**src/rtl/vga_frame_sequencer_pkg.sv**
```systemverilog
// Package for the VGA frame sequencer.
// Holds the 640x480@60 timing constants, the counter and miss-counter widths,
// the update FSM state encoding, and a small window-compare helper.
// Modules use the timing constants as parameter defaults. The sync window
// bounds are derived from those parameters, so a scaled geometry stays
// consistent.
package vga_frame_sequencer_pkg;

   localparam int CNT_W  = 10;
   localparam int MISS_W = 8;

   localparam int H_ACTIVE = 640;
   localparam int H_FP     = 16;
   localparam int H_SYNC   = 96;
   localparam int H_BP     = 48;

   localparam int V_ACTIVE = 480;
   localparam int V_FP     = 10;
   localparam int V_SYNC   = 2;
   localparam int V_BP     = 33;

   typedef enum logic [1:0] {
      ST_SCAN = 2'd0,
      ST_REQ  = 2'd1,
      ST_DONE = 2'd2
   } upd_state_e;

   // Inclusive range test used for the sync pulse windows.
   function automatic logic in_window(input logic [CNT_W-1:0] v,
                                      input logic [CNT_W-1:0] lo,
                                      input logic [CNT_W-1:0] hi);
      return (v >= lo) && (v <= hi);
   endfunction

endpackage

```
**src/rtl/vga_scan_counter.sv**
```systemverilog
// Scan position counter for the VGA frame sequencer.
// X advances every clock and wraps at HTOT-1. Y advances when X wraps, and Y
// itself wraps at VTOT-1 on that same edge. The next-state values are exported
// so that the parent can register its decode in the same cycle as the counters.
// Ports:
//   clk       pixel clock
//   reset     synchronous, active-low; parks the counters at the last position
//   x_o/y_o   current column/row (registered)
//   x_next_o  value X takes on the next edge
//   y_next_o  value Y takes on the next edge
module vga_scan_counter
   import vga_frame_sequencer_pkg::*;
#(
   parameter int HTOT = 800,
   parameter int VTOT = 525
)(
   input  logic             clk,
   input  logic             reset,
   output logic [CNT_W-1:0] x_o,
   output logic [CNT_W-1:0] y_o,
   output logic [CNT_W-1:0] x_next_o,
   output logic [CNT_W-1:0] y_next_o
);

   localparam logic [CNT_W-1:0] X_LAST = CNT_W'(HTOT - 1);
   localparam logic [CNT_W-1:0] Y_LAST = CNT_W'(VTOT - 1);

   logic [CNT_W-1:0] x_q, x_d;
   logic [CNT_W-1:0] y_q, y_d;

   always_comb begin
      x_d = x_q + CNT_W'(1);
      y_d = y_q;
      if (x_q == X_LAST) begin
         x_d = '0;
         y_d = (y_q == Y_LAST) ? '0 : y_q + CNT_W'(1);
      end
   end

   // Parking at the last position makes the first edge after reset land on (0,0).
   always_ff @(posedge clk) begin
      if (!reset) begin
         x_q <= X_LAST;
         y_q <= Y_LAST;
      end else begin
         x_q <= x_d;
         y_q <= y_d;
      end
   end

   assign x_o      = x_q;
   assign y_o      = y_q;
   assign x_next_o = x_d;
   assign y_next_o = y_d;

endmodule

```
**src/rtl/vga_frame_sequencer.sv**
```systemverilog
// VGA frame sequencer.
// This module produces the scan position, the sync and blanking outputs, and a
// once-per-frame game update handshake.
// An update request opens at the start of vertical blanking. The game logic
// acknowledges it with upd_ack. If no acknowledge arrives by the last line, the
// update is recorded as missed. A completed update is committed with the next
// frame_start.
// Ports:
//   clk, reset        pixel clock; synchronous active-low reset
//   upd_ack           game logic finished its update (pulse or level)
//   CounterX/Y        scan position
//   hsync/vsync       active-low sync pulses
//   in_display        visible-area flag
//   frame_start       one-cycle pulse at (0,0)
//   upd_req           update request, high while waiting for upd_ack
//   commit            one-cycle pulse with frame_start after a completed update
//   upd_missed        one-cycle pulse when the deadline passes without upd_ack
//   miss_count        saturating count of missed updates
module vga_frame_sequencer
   import vga_frame_sequencer_pkg::*;
#(
   parameter int HACT  = H_ACTIVE,
   parameter int HFP   = H_FP,
   parameter int HSYNC = H_SYNC,
   parameter int HBP   = H_BP,
   parameter int VACT  = V_ACTIVE,
   parameter int VFP   = V_FP,
   parameter int VSYNC = V_SYNC,
   parameter int VBP   = V_BP
)(
   input  logic              clk,
   input  logic              reset,
   input  logic              upd_ack,
   output logic [CNT_W-1:0]  CounterX,
   output logic [CNT_W-1:0]  CounterY,
   output logic              hsync,
   output logic              vsync,
   output logic              in_display,
   output logic              frame_start,
   output logic              upd_req,
   output logic              commit,
   output logic              upd_missed,
   output logic [MISS_W-1:0] miss_count
);

   localparam int HTOT = HACT + HFP + HSYNC + HBP;
   localparam int VTOT = VACT + VFP + VSYNC + VBP;

   localparam logic [CNT_W-1:0] HS_LO   = CNT_W'(HACT + HFP);
   localparam logic [CNT_W-1:0] HS_HI   = CNT_W'(HACT + HFP + HSYNC - 1);
   localparam logic [CNT_W-1:0] VS_LO   = CNT_W'(VACT + VFP);
   localparam logic [CNT_W-1:0] VS_HI   = CNT_W'(VACT + VFP + VSYNC - 1);
   localparam logic [CNT_W-1:0] H_ACT_C = CNT_W'(HACT);
   localparam logic [CNT_W-1:0] V_ACT_C = CNT_W'(VACT);
   localparam logic [CNT_W-1:0] V_LAST  = CNT_W'(VTOT - 1);

   logic [CNT_W-1:0] x_next, y_next;

   vga_scan_counter #(
      .HTOT (HTOT),
      .VTOT (VTOT)
   ) u_scan (
      .clk      (clk),
      .reset    (reset),
      .x_o      (CounterX),
      .y_o      (CounterY),
      .x_next_o (x_next),
      .y_next_o (y_next)
   );

   // Edge markers, all taken from the position the counters are about to take.
   logic at_frame, at_req, at_deadline;
   assign at_frame    = (x_next == '0) && (y_next == '0);
   assign at_req      = (x_next == '0) && (y_next == V_ACT_C);
   assign at_deadline = (x_next == '0) && (y_next == V_LAST);

   upd_state_e        state_q, state_d;
   logic              hsync_q, vsync_q, in_display_q, frame_start_q;
   logic              upd_req_q, upd_req_d;
   logic              commit_q, commit_d;
   logic              upd_missed_q, upd_missed_d;
   logic [MISS_W-1:0] miss_count_q, miss_count_d;

   always_comb begin
      state_d      = state_q;
      upd_req_d    = upd_req_q;
      commit_d     = 1'b0;
      upd_missed_d = 1'b0;
      miss_count_d = miss_count_q;
      case (state_q)
         ST_SCAN: begin
            if (at_req) begin
               state_d   = ST_REQ;
               upd_req_d = 1'b1;
            end
         end
         ST_REQ: begin
            // An acknowledge on the deadline edge still counts as on time.
            if (upd_ack) begin
               state_d   = ST_DONE;
               upd_req_d = 1'b0;
            end else if (at_deadline) begin
               state_d      = ST_SCAN;
               upd_req_d    = 1'b0;
               upd_missed_d = 1'b1;
               if (miss_count_q != '1)
                  miss_count_d = miss_count_q + MISS_W'(1);
            end
         end
         ST_DONE: begin
            if (at_frame) begin
               state_d  = ST_SCAN;
               commit_d = 1'b1;
            end
         end
         default: begin
            state_d   = ST_SCAN;
            upd_req_d = 1'b0;
         end
      endcase
   end

   always_ff @(posedge clk) begin
      if (!reset) begin
         state_q       <= ST_SCAN;
         hsync_q       <= 1'b1;
         vsync_q       <= 1'b1;
         in_display_q  <= 1'b0;
         frame_start_q <= 1'b0;
         upd_req_q     <= 1'b0;
         commit_q      <= 1'b0;
         upd_missed_q  <= 1'b0;
         miss_count_q  <= '0;
      end else begin
         state_q       <= state_d;
         hsync_q       <= !in_window(x_next, HS_LO, HS_HI);
         vsync_q       <= !in_window(y_next, VS_LO, VS_HI);
         in_display_q  <= (x_next < H_ACT_C) && (y_next < V_ACT_C);
         frame_start_q <= at_frame;
         upd_req_q     <= upd_req_d;
         commit_q      <= commit_d;
         upd_missed_q  <= upd_missed_d;
         miss_count_q  <= miss_count_d;
      end
   end

   assign hsync       = hsync_q;
   assign vsync       = vsync_q;
   assign in_display  = in_display_q;
   assign frame_start = frame_start_q;
   assign upd_req     = upd_req_q;
   assign commit      = commit_q;
   assign upd_missed  = upd_missed_q;
   assign miss_count  = miss_count_q;

endmodule

```
**config.mk**
```make
export PLATFORM = sky130hd
export DESIGN_NAME = vga_frame_sequencer
export DESIGN_NICKNAME = d
export VERILOG_FILES = /design/src/rtl/vga_frame_sequencer_pkg.sv /design/src/rtl/vga_scan_counter.sv /design/src/rtl/vga_frame_sequencer.sv
export SDC_FILE = /design/constraint.sdc
export NUM_CORES = 1
export LEC_CHECK = 0
export CAP_MARGIN = 20
export CELL_PAD_IN_SITES_DETAIL_PLACEMENT = 0
export CELL_PAD_IN_SITES_GLOBAL_PLACEMENT = 1
export CORE_MARGIN = 8
export CORE_UTILIZATION = 35
export DETAILED_ROUTE_END_ITERATION = 16
export GPL_TIMING_DRIVEN = 0
export PLACE_DENSITY = 0.76
export SYNTH_ARGS = -nofsm -noshare
export SYNTH_HDL_FRONTEND = slang
export SYNTH_SLANG_ARGS = --single-unit
export TNS_END_PERCENT = 5
```
**constraint.sdc**
```tcl
create_clock -name clk -period 2.9 [get_ports clk]
set_clock_uncertainty 0.05 [all_clocks]
set_input_delay 0.58 -clock clk [delete_from_list [all_inputs] [get_ports clk]]
set_output_delay 0.58 -clock clk [all_outputs]
set_load 0.02 [all_outputs]
```
==> results of run 1 <==
==> timing repair <==
item | 4_1_cts | 5_1_grt
setup buffers | 3 | 4
cloned | 0 | 0
endpoints found under the setup margin | 13 | 12
pin swaps | 1 | 2
resized for setup | 6 | 9
==> power groups by stage <==
stage | registers (mW) | clock network [mW] | logic (mW)
after detailed placement | 0.688 | 0 | 1.18
final | 0.678 | 0.430 | 1.26
after CTS | 0.678 | 0.444 | 1.20
after global placement | 0.686 | 0 | 1.18
after floorplan | 0.764 | 0 | 0.743
after global routing | 0.692 | 0.466 | 1.39
==> sequential cells by signal (all words and copies together) (netlist names) <==
| register | cells |
|---|---|
| hsync | 1 |
| frame_start | 1 |
| upd_req | 1 |
| commit | 1 |
| u_scan.y_o | 10 |
| miss_count | 8 |
| upd_missed | 1 |
| u_scan.x_o | 10 |
| state_q | 2 |
| vsync | 1 |
| in_display | 1 |
==> worst register-to-register path, stage by stage (launching register included) <==
cell     delay (ns)
dfxtp_4        0.38
ha_4           0.17
and4_1         0.21
buf_6          0.13
nand3_2        0.10
buf_6          0.16
nor3_2         0.20
xor2_1         0.11
or4_4          0.56
or2_2          0.32
nor3b_1        0.19
o32ai_1        0.10
==> logic make-up after synthesis <==
family	count (synthesis)	share of synthesized area [%]
AO/OA/AOI/OAI	32	10.2
buffers and inverters	20	5.67
AND/OR/NAND/NOR	133	35.1
adder cells (fa/ha/maj)	6	3.58
flip-flops	37	35.3
XOR/XNOR	15	6.27
multiplexers	8	3.82
==> area by class of cell <==
cell class,instances,area (sq um)
buffer,13,100
clock buffer,5,68.8
clock inverter,2,35.0
fill,597,3080
inverter,6,22.5
multi-input combinational,194,1280
sequential,37,749
tap,75,93.8
timing repair buffer,44,427
==> stage by stage <==
stage               instance area, sq um  std cells
detailed placement                  2560        363
finish                              2770        376
CTS                                 2710        372
global placement                    2560        363
floorplan                           2100        251
global route                        2770        376
==> Yosys cell counts, types with 6 or more instances <==
cell / instances
nand4_1: 10
o21ai_0: 9
xnor2_1: 9
ha_1: 6
and3_1: 8
nand3_1: 16
nand2b_1: 8
nor2_1: 21
dfxtp_1: 37
mux2i_1: 8
nand2_1: 32
xor2_1: 6
nor3_1: 7
==> per-layer routing <==
metal	vias to the layer above	global-route usage (%)	routed length (um)
li1	987	-	-
met1	878	16.9	2640
met2	50	19.5	2330
met3	7	2.88	360
met4	0	4.83	78
met5	-	0	0
==> final timing paths <==
kind / from / end / slack (ns) / cells after the start
worst max-delay path: u_scan.x_o[1] / state_q[1] / 0.10 / 11
worst min-delay path: miss_count[4] / miss_count[4] / 0.44 / 2
worst max register to register: u_scan.x_o[1] / state_q[1] / 0.10 / 11
worst min register to register: miss_count[4] / miss_count[4] / 0.44 / 2
==> results.py, run 1 <==
metrics = {
    "status": {
        "outcome": "finished clean",
    },
    "power_and_ir_drop": {
        "p_leak_nw": 1.10,
        "intPower_mw": 1.39,
        "pwr-share-clk_pct": 18.2,
        "total_power_mw": 2.37,
        "p_sw_mw": 0.975,
        "powerDensity_mw_per_mm2": 853,
        "swShare_pct": 41.2,
        "seqPwrFrac_pct": 28.7,
        "power_frac_comb_pct": 53.2,
        "ir_worst_vdd_mv": 0.589,
    },
    "layout": {
        "diodes": 0,
        "area_growth_pct": 32.3,
        "layout.cells.most_common_list": "clkdlybuf4s50_1, dfxtp_1, nand2_1",
        "final_nets": 310,
        "fin_util_pct": 47.4,
        "drive_gt1_share_pct": 14.6,
        "final_common_cell": "clkdlybuf4s50_1",
    },
    "sta": {
        "rsz0062_at_grt": "true",
        "setup-violations-final": 0,
        "holdWs_ns": 0.438,
        "fin_ws_ns": 0.100,
        "max_freq_ghz": 0.357,
        "finalCritPeriodShare_pct": 96.5,
        "hold_viol_final": 0,
        "fin_crit_ns": 2.80,
        "worst_slew_pin_slew_ns": 0.539,
        "slew_viol_final": 0,
        "finalSetupTns_ns": 0,
        "relSlewSlack_pct": 64.1,
    },
    "synthesis": {
        "synth_area_sq_mm": 0.00210,
        "synth_area_leader_cell": "dfxtp_1",
        "synth_edf_count": 0,
        "synth.distinct_cells": 56,
        "synth_seq_cells": 37,
        "yosys_warnings": 0,
        "synth-seq-area-share_pct": 35.3,
        "ys.flop_type": "dfxtp_1",
        "synthArstFlopShare_pct": 0,
        "yosysTopAreaCellShare_pct": 35.3,
        "syn_inst": 251,
        "syn_area_per_cell_sq_um": 8.35,
        "syn_nets": 260,
        "synthTopCellsByArea": "dfxtp_1, nand2_1, mux2i_1",
    },
    "detailed_routing": {
        "dr_total_vias": 1922,
        "wire_per_inst_um": 14.4,
        "drc_errors": 0,
        "vias_per_cell": 5.11,
        "ant_nets": 0,
        "wl_mm": 5.41,
        "drt_iter0_markers": 106,
        "dr.pass1.iters": 4,
    },
    "critical_path": {
        "cp_slowest_cell": "or4_4",
        "crit_fanout": 8,
        "cp-end-kind": "flop",
        "path_class": "flop to flop",
        "crit_required_ns": 3.01,
        "path_delay_family": "simple AND/OR/NAND/NOR gates",
        "critical_path_buf_inv_count": 2,
        "crit_arrival_ns": 2.91,
        "path_cells": "ha_4 -> and4_1 -> buf_6 -> nand3_2 -> buf_6 -> nor3_2 -> xor2_1 -> or4_4 -> or2_2 -> nor3b_1 -> o32ai_1",
        "crit_top_cell": "buf_6",
        "max_stage_delay_ns": 0.56,
        "startpoint_type": "flop",
    },
    "flow_run": {
        "maxCapViolCount": 0,
    },
    "min_path": {
        "hold_path_class": "flop to flop",
    },
    "clock_tree": {
        "cts_buffers": 5,
        "cts.sinks": 37,
        "cts_tree": "yes",
        "clkTransAtPathRegs_ns": 0.07,
        "clock_latency_ns": 0.28,
        "cts-hold-fix-buffers": 0,
        "cts_buffer_depth": 2,
        "htree_num_levels": 2,
        "clockRootBuffer": "clkbuf_8",
    },
    "die": {
        "die-area_sq_mm": 0.00872,
        "core_sq_mm": 0.00585,
        "rows": 28,
        "die_x_um": 93.4,
        "die_height_um": 93.4,
        "initial_utilization_pct": 35.8,
        "io_pins": 38,
    },
    "global_routing": {
        "antenna_found_initial": 0,
        "grt_overflow": 0,
        "first_global_vias": 1843,
        "grt_pass1_wl_mm": 8.99,
        "grt_max_degree": 12,
        "global_route.usage.total_pct": 12.7,
    },
    "place": {
        "numPortBuffers": 37,
        "pre_cts_ws_ns": -0.221,
        "gp_congestion": 0.819,
        "hpwlAfterDp_mm": 3.97,
    },
}
Power figures use the tool's default switching activity.
==> run 2, diff against run 1 <==
--- a/config.mk
+++ b/config.mk
@@ -8,12 +8,12 @@
 export CAP_MARGIN = 20
 export CELL_PAD_IN_SITES_DETAIL_PLACEMENT = 0
 export CELL_PAD_IN_SITES_GLOBAL_PLACEMENT = 1
-export CORE_MARGIN = 8
-export CORE_UTILIZATION = 35
+export CORE_UTILIZATION = 34
 export DETAILED_ROUTE_END_ITERATION = 16
 export GPL_TIMING_DRIVEN = 0
-export PLACE_DENSITY = 0.76
+export PLACE_DENSITY = 0.75
 export SYNTH_ARGS = -nofsm -noshare
 export SYNTH_HDL_FRONTEND = slang
+export SYNTH_HIERARCHICAL = 1
 export SYNTH_SLANG_ARGS = --single-unit
 export TNS_END_PERCENT = 5
==> run 2 against run 1 <==
- the run now ends with setup timing left
- wire length down 9.4%
- die area down 32%
- clock power down 16%
- first-iteration DRC count down 14%
- non-clock buffer count down 8
- flip-flop and latch count unchanged
- global-route usage up 5.1 points
- power down 4.2%
- count of clock-buffer cells in the layout unchanged
- register-to-register slack worse by 0.38 ns
- combinational power down 4%
==> results.py, run 2 <==
metrics = {
    "status": {
        "outcome": "complete, but fails checks",
        "violations": "setup timing",
    },
    "power_and_ir_drop": {
        "seqPwrFrac_pct": 30.8,
        "powerDensity_mw_per_mm2": 843,
        "intPower_mw": 1.26,
        "power_frac_comb_pct": 53.3,
        "p_leak_nw": 0.957,
        "swShare_pct": 44.4,
        "ir_worst_vdd_mv": 0.530,
        "total_power_mw": 2.27,
        "p_sw_mw": 1.01,
        "pwr-share-clk_pct": 15.9,
    },
    "clock_tree": {
        "clock_latency_ns": 0.29,
        "cts_buffer_depth": 2,
        "cts.sinks": 37,
        "cts_buffers": 5,
        "cts_tree": "yes",
        "htree_num_levels": 2,
        "clkTransAtPathRegs_ns": 0.08,
        "clockRootBuffer": "clkbuf_8",
        "cts-hold-fix-buffers": 0,
    },
    "layout": {
        "ff_latch_area_sq_um": 753,
        "final_cell_area_sq_mm": 0.00269,
        "diodes": 0,
        "drive_gt1_share_pct": 19.1,
        "final_common_cell": "clkdlybuf4s50_1",
        "layout.cells.most_common_list": "clkdlybuf4s50_1, dfxtp_1, nand2_1",
        "instances_no_fill": 355,
        "final_nets": 289,
        "area_growth_pct": 39.7,
        "fillers": 567,
        "multi_input_area_sq_mm": 0.00127,
    },
    "die": {
        "initial_utilization_pct": 35.2,
        "core_sq_mm": 0.00547,
        "die_height_um": 77.2,
        "die_x_um": 77.2,
        "die-area_sq_mm": 0.00596,
        "rows": 27,
        "io_pins": 38,
    },
    "min_path": {
        "hold_path_class": "flop to flop",
    },
    "sta": {
        "relSlewSlack_pct": 67.2,
        "setup-violations-final": 10,
        "fin_ws_ns": -0.279,
        "fin_crit_ns": 3.18,
        "hold_viol_final": 0,
        "finalCritPeriodShare_pct": 110,
        "rsz0062_at_grt": "true",
        "worst_slew_pin_slew_ns": 0.492,
        "max_freq_ghz": 0.315,
        "slew_viol_final": 0,
        "holdWs_ns": 0.468,
        "finalSetupTns_ns": -1.89,
    },
    "place": {
        "numPortBuffers": 37,
        "hpwlAfterDp_mm": 3.52,
        "placed_area_sq_mm": 0.00246,
        "dp.cells": 340,
        "gp_congestion": 0.769,
    },
    "detailed_routing": {
        "wl_mm": 4.90,
        "ant_nets": 0,
        "drc_errors": 0,
        "dr.pass1.iters": 4,
        "dr_total_vias": 1848,
        "drt_iter0_markers": 91,
        "wire_per_inst_um": 13.8,
        "vias_per_cell": 5.21,
    },
    "synthesis": {
        "synth_edf_count": 0,
        "syn_nets": 238,
        "synth_area_leader_cell": "dfxtp_1",
        "yosys_warnings": 6,
        "synthArstFlopShare_pct": 0,
        "syn_inst": 231,
        "yosysTopAreaCellShare_pct": 38.5,
        "synth_seq_cells": 37,
        "yosysMostFrequentCell": "dfxtp_1",
        "synthTopCellsByArea": "dfxtp_1, nand2_1, nand3_1",
        "synth-seq-area-share_pct": 38.5,
        "synth_area_sq_mm": 0.00192,
        "synth.distinct_cells": 41,
        "syn_area_per_cell_sq_um": 8.33,
        "ys.flop_type": "dfxtp_1",
        "synth_commonest_cells": "dfxtp_1, nand2_1, nor2_1, nand3_1, o21ai_0",
    },
    "critical_path": {
        "crit_required_ns": 3.08,
        "path_cells": "or3_4 -> or3_1 -> buf_6 -> nand2_1 -> nand2_2 -> nor4_4 -> nand3_2 -> or4_4 -> or3_1 -> a21oi_1",
        "cp-end-kind": "flop",
        "cp_slowest_cell": "or4_4",
        "crit_fanout": 9,
        "startpoint_type": "flop",
        "max_stage_delay_ns": 0.57,
        "crit_arrival_ns": 3.36,
        "path_class": "flop to flop",
        "crit_top_cell": "or3_1",
    },
    "global_routing": {
        "grt_overflow": 0,
        "antenna_found_initial": 0,
        "global_route.usage.total_pct": 17.8,
        "grt_max_degree": 13,
        "grt_pass1_wl_mm": 8.49,
        "first_global_vias": 1719,
    },
    "flow_run": {
        "maxCapViolCount": 0,
    },
}
-- run 2: cell count changes in the layout (fill, tap and decap cells not counted), sizes merged, moves of 5 or more --
cell,delta
buf,-8
mux2i,-5
nand2b,-5
nand4,-5
or3,+5
-- run 2: final timing paths --
path | from | endpoint | slack, ns | cells after the start
max | u_scan/x_o[6] | miss_count[3] | -0.28 | 10
min | u_scan/x_o[0] | u_scan/x_o[0] | 0.47 | 1
max reg2reg | u_scan/x_o[6] | miss_count[3] | -0.28 | 10
min reg2reg | u_scan/x_o[0] | u_scan/x_o[0] | 0.47 | 1
-- run 2: critical path, delay by kind of cell (launching register included) --
family,cells,cell delay (ns)
buf+inv,1,0.16
compound gates,1,0.14
flops,1,0.35
simple gates,8,2.44
-- run 2: repair_timing --
action	in CTS	in global routing
setup buffers	6	1
resized for setup	16	5
cloned	0	0
pin swaps	3	2
setup endpoints to repair	14	14
-- run 2: routing by layer --
layer / GRT usage, % / vias to the layer above / share of wire (%)
met2: 27.1 / 35 / 45
met3: 3.57 / 6 / 3.0
met1: 25.4 / 852 / 51
met4: 4.53 / 0 / 1.2
li1: - / 955 / -
met5: 0 / - / 0
-- run 2: cell type report --
type | instances | area share (%)
Sequential cell | 37 | 28.0
Multi-Input combinational cell | 182 | 47.4
Clock buffer | 5 | 2.56
Inverter | 7 | 0.977
Timing Repair Buffer | 44 | 15.9
Buffer | 5 | 1.26
Clock inverter | 3 | 0.605
Tap cell | 72 | 3.35
-- run 2: power by group through the flow --
stage	Clock [mW]	Combinational (mW)	Sequential (mW)
final	0.360	1.21	0.698
after global routing	0.396	1.34	0.714
after CTS	0.373	1.17	0.699
after detailed placement	0	1.07	0.709
after global placement	0	1.07	0.711
after floorplan	0	0.684	0.773
-- run 2: metrics by stage --
stage	worst slack (ns)	utilization (%)
2_1_floorplan	-0.126	-
3_3_place_gp	-0.558	44.9
3_5_place_dp	-0.546	44.9
4_1_cts	-0.260	48.7
5_1_grt	-0.456	49.1
6_report	-0.279	49.1
-- run 2: cells by family after synthesis --
logic type	Yosys count	share of synthesized area (%)
simple gates	125	37.3
flops	37	38.5
buf+inv	12	2.73
fa+ha+maj	4	2.60
xor+xnor	11	5.01
compound gates	39	12.3
mux	3	1.56
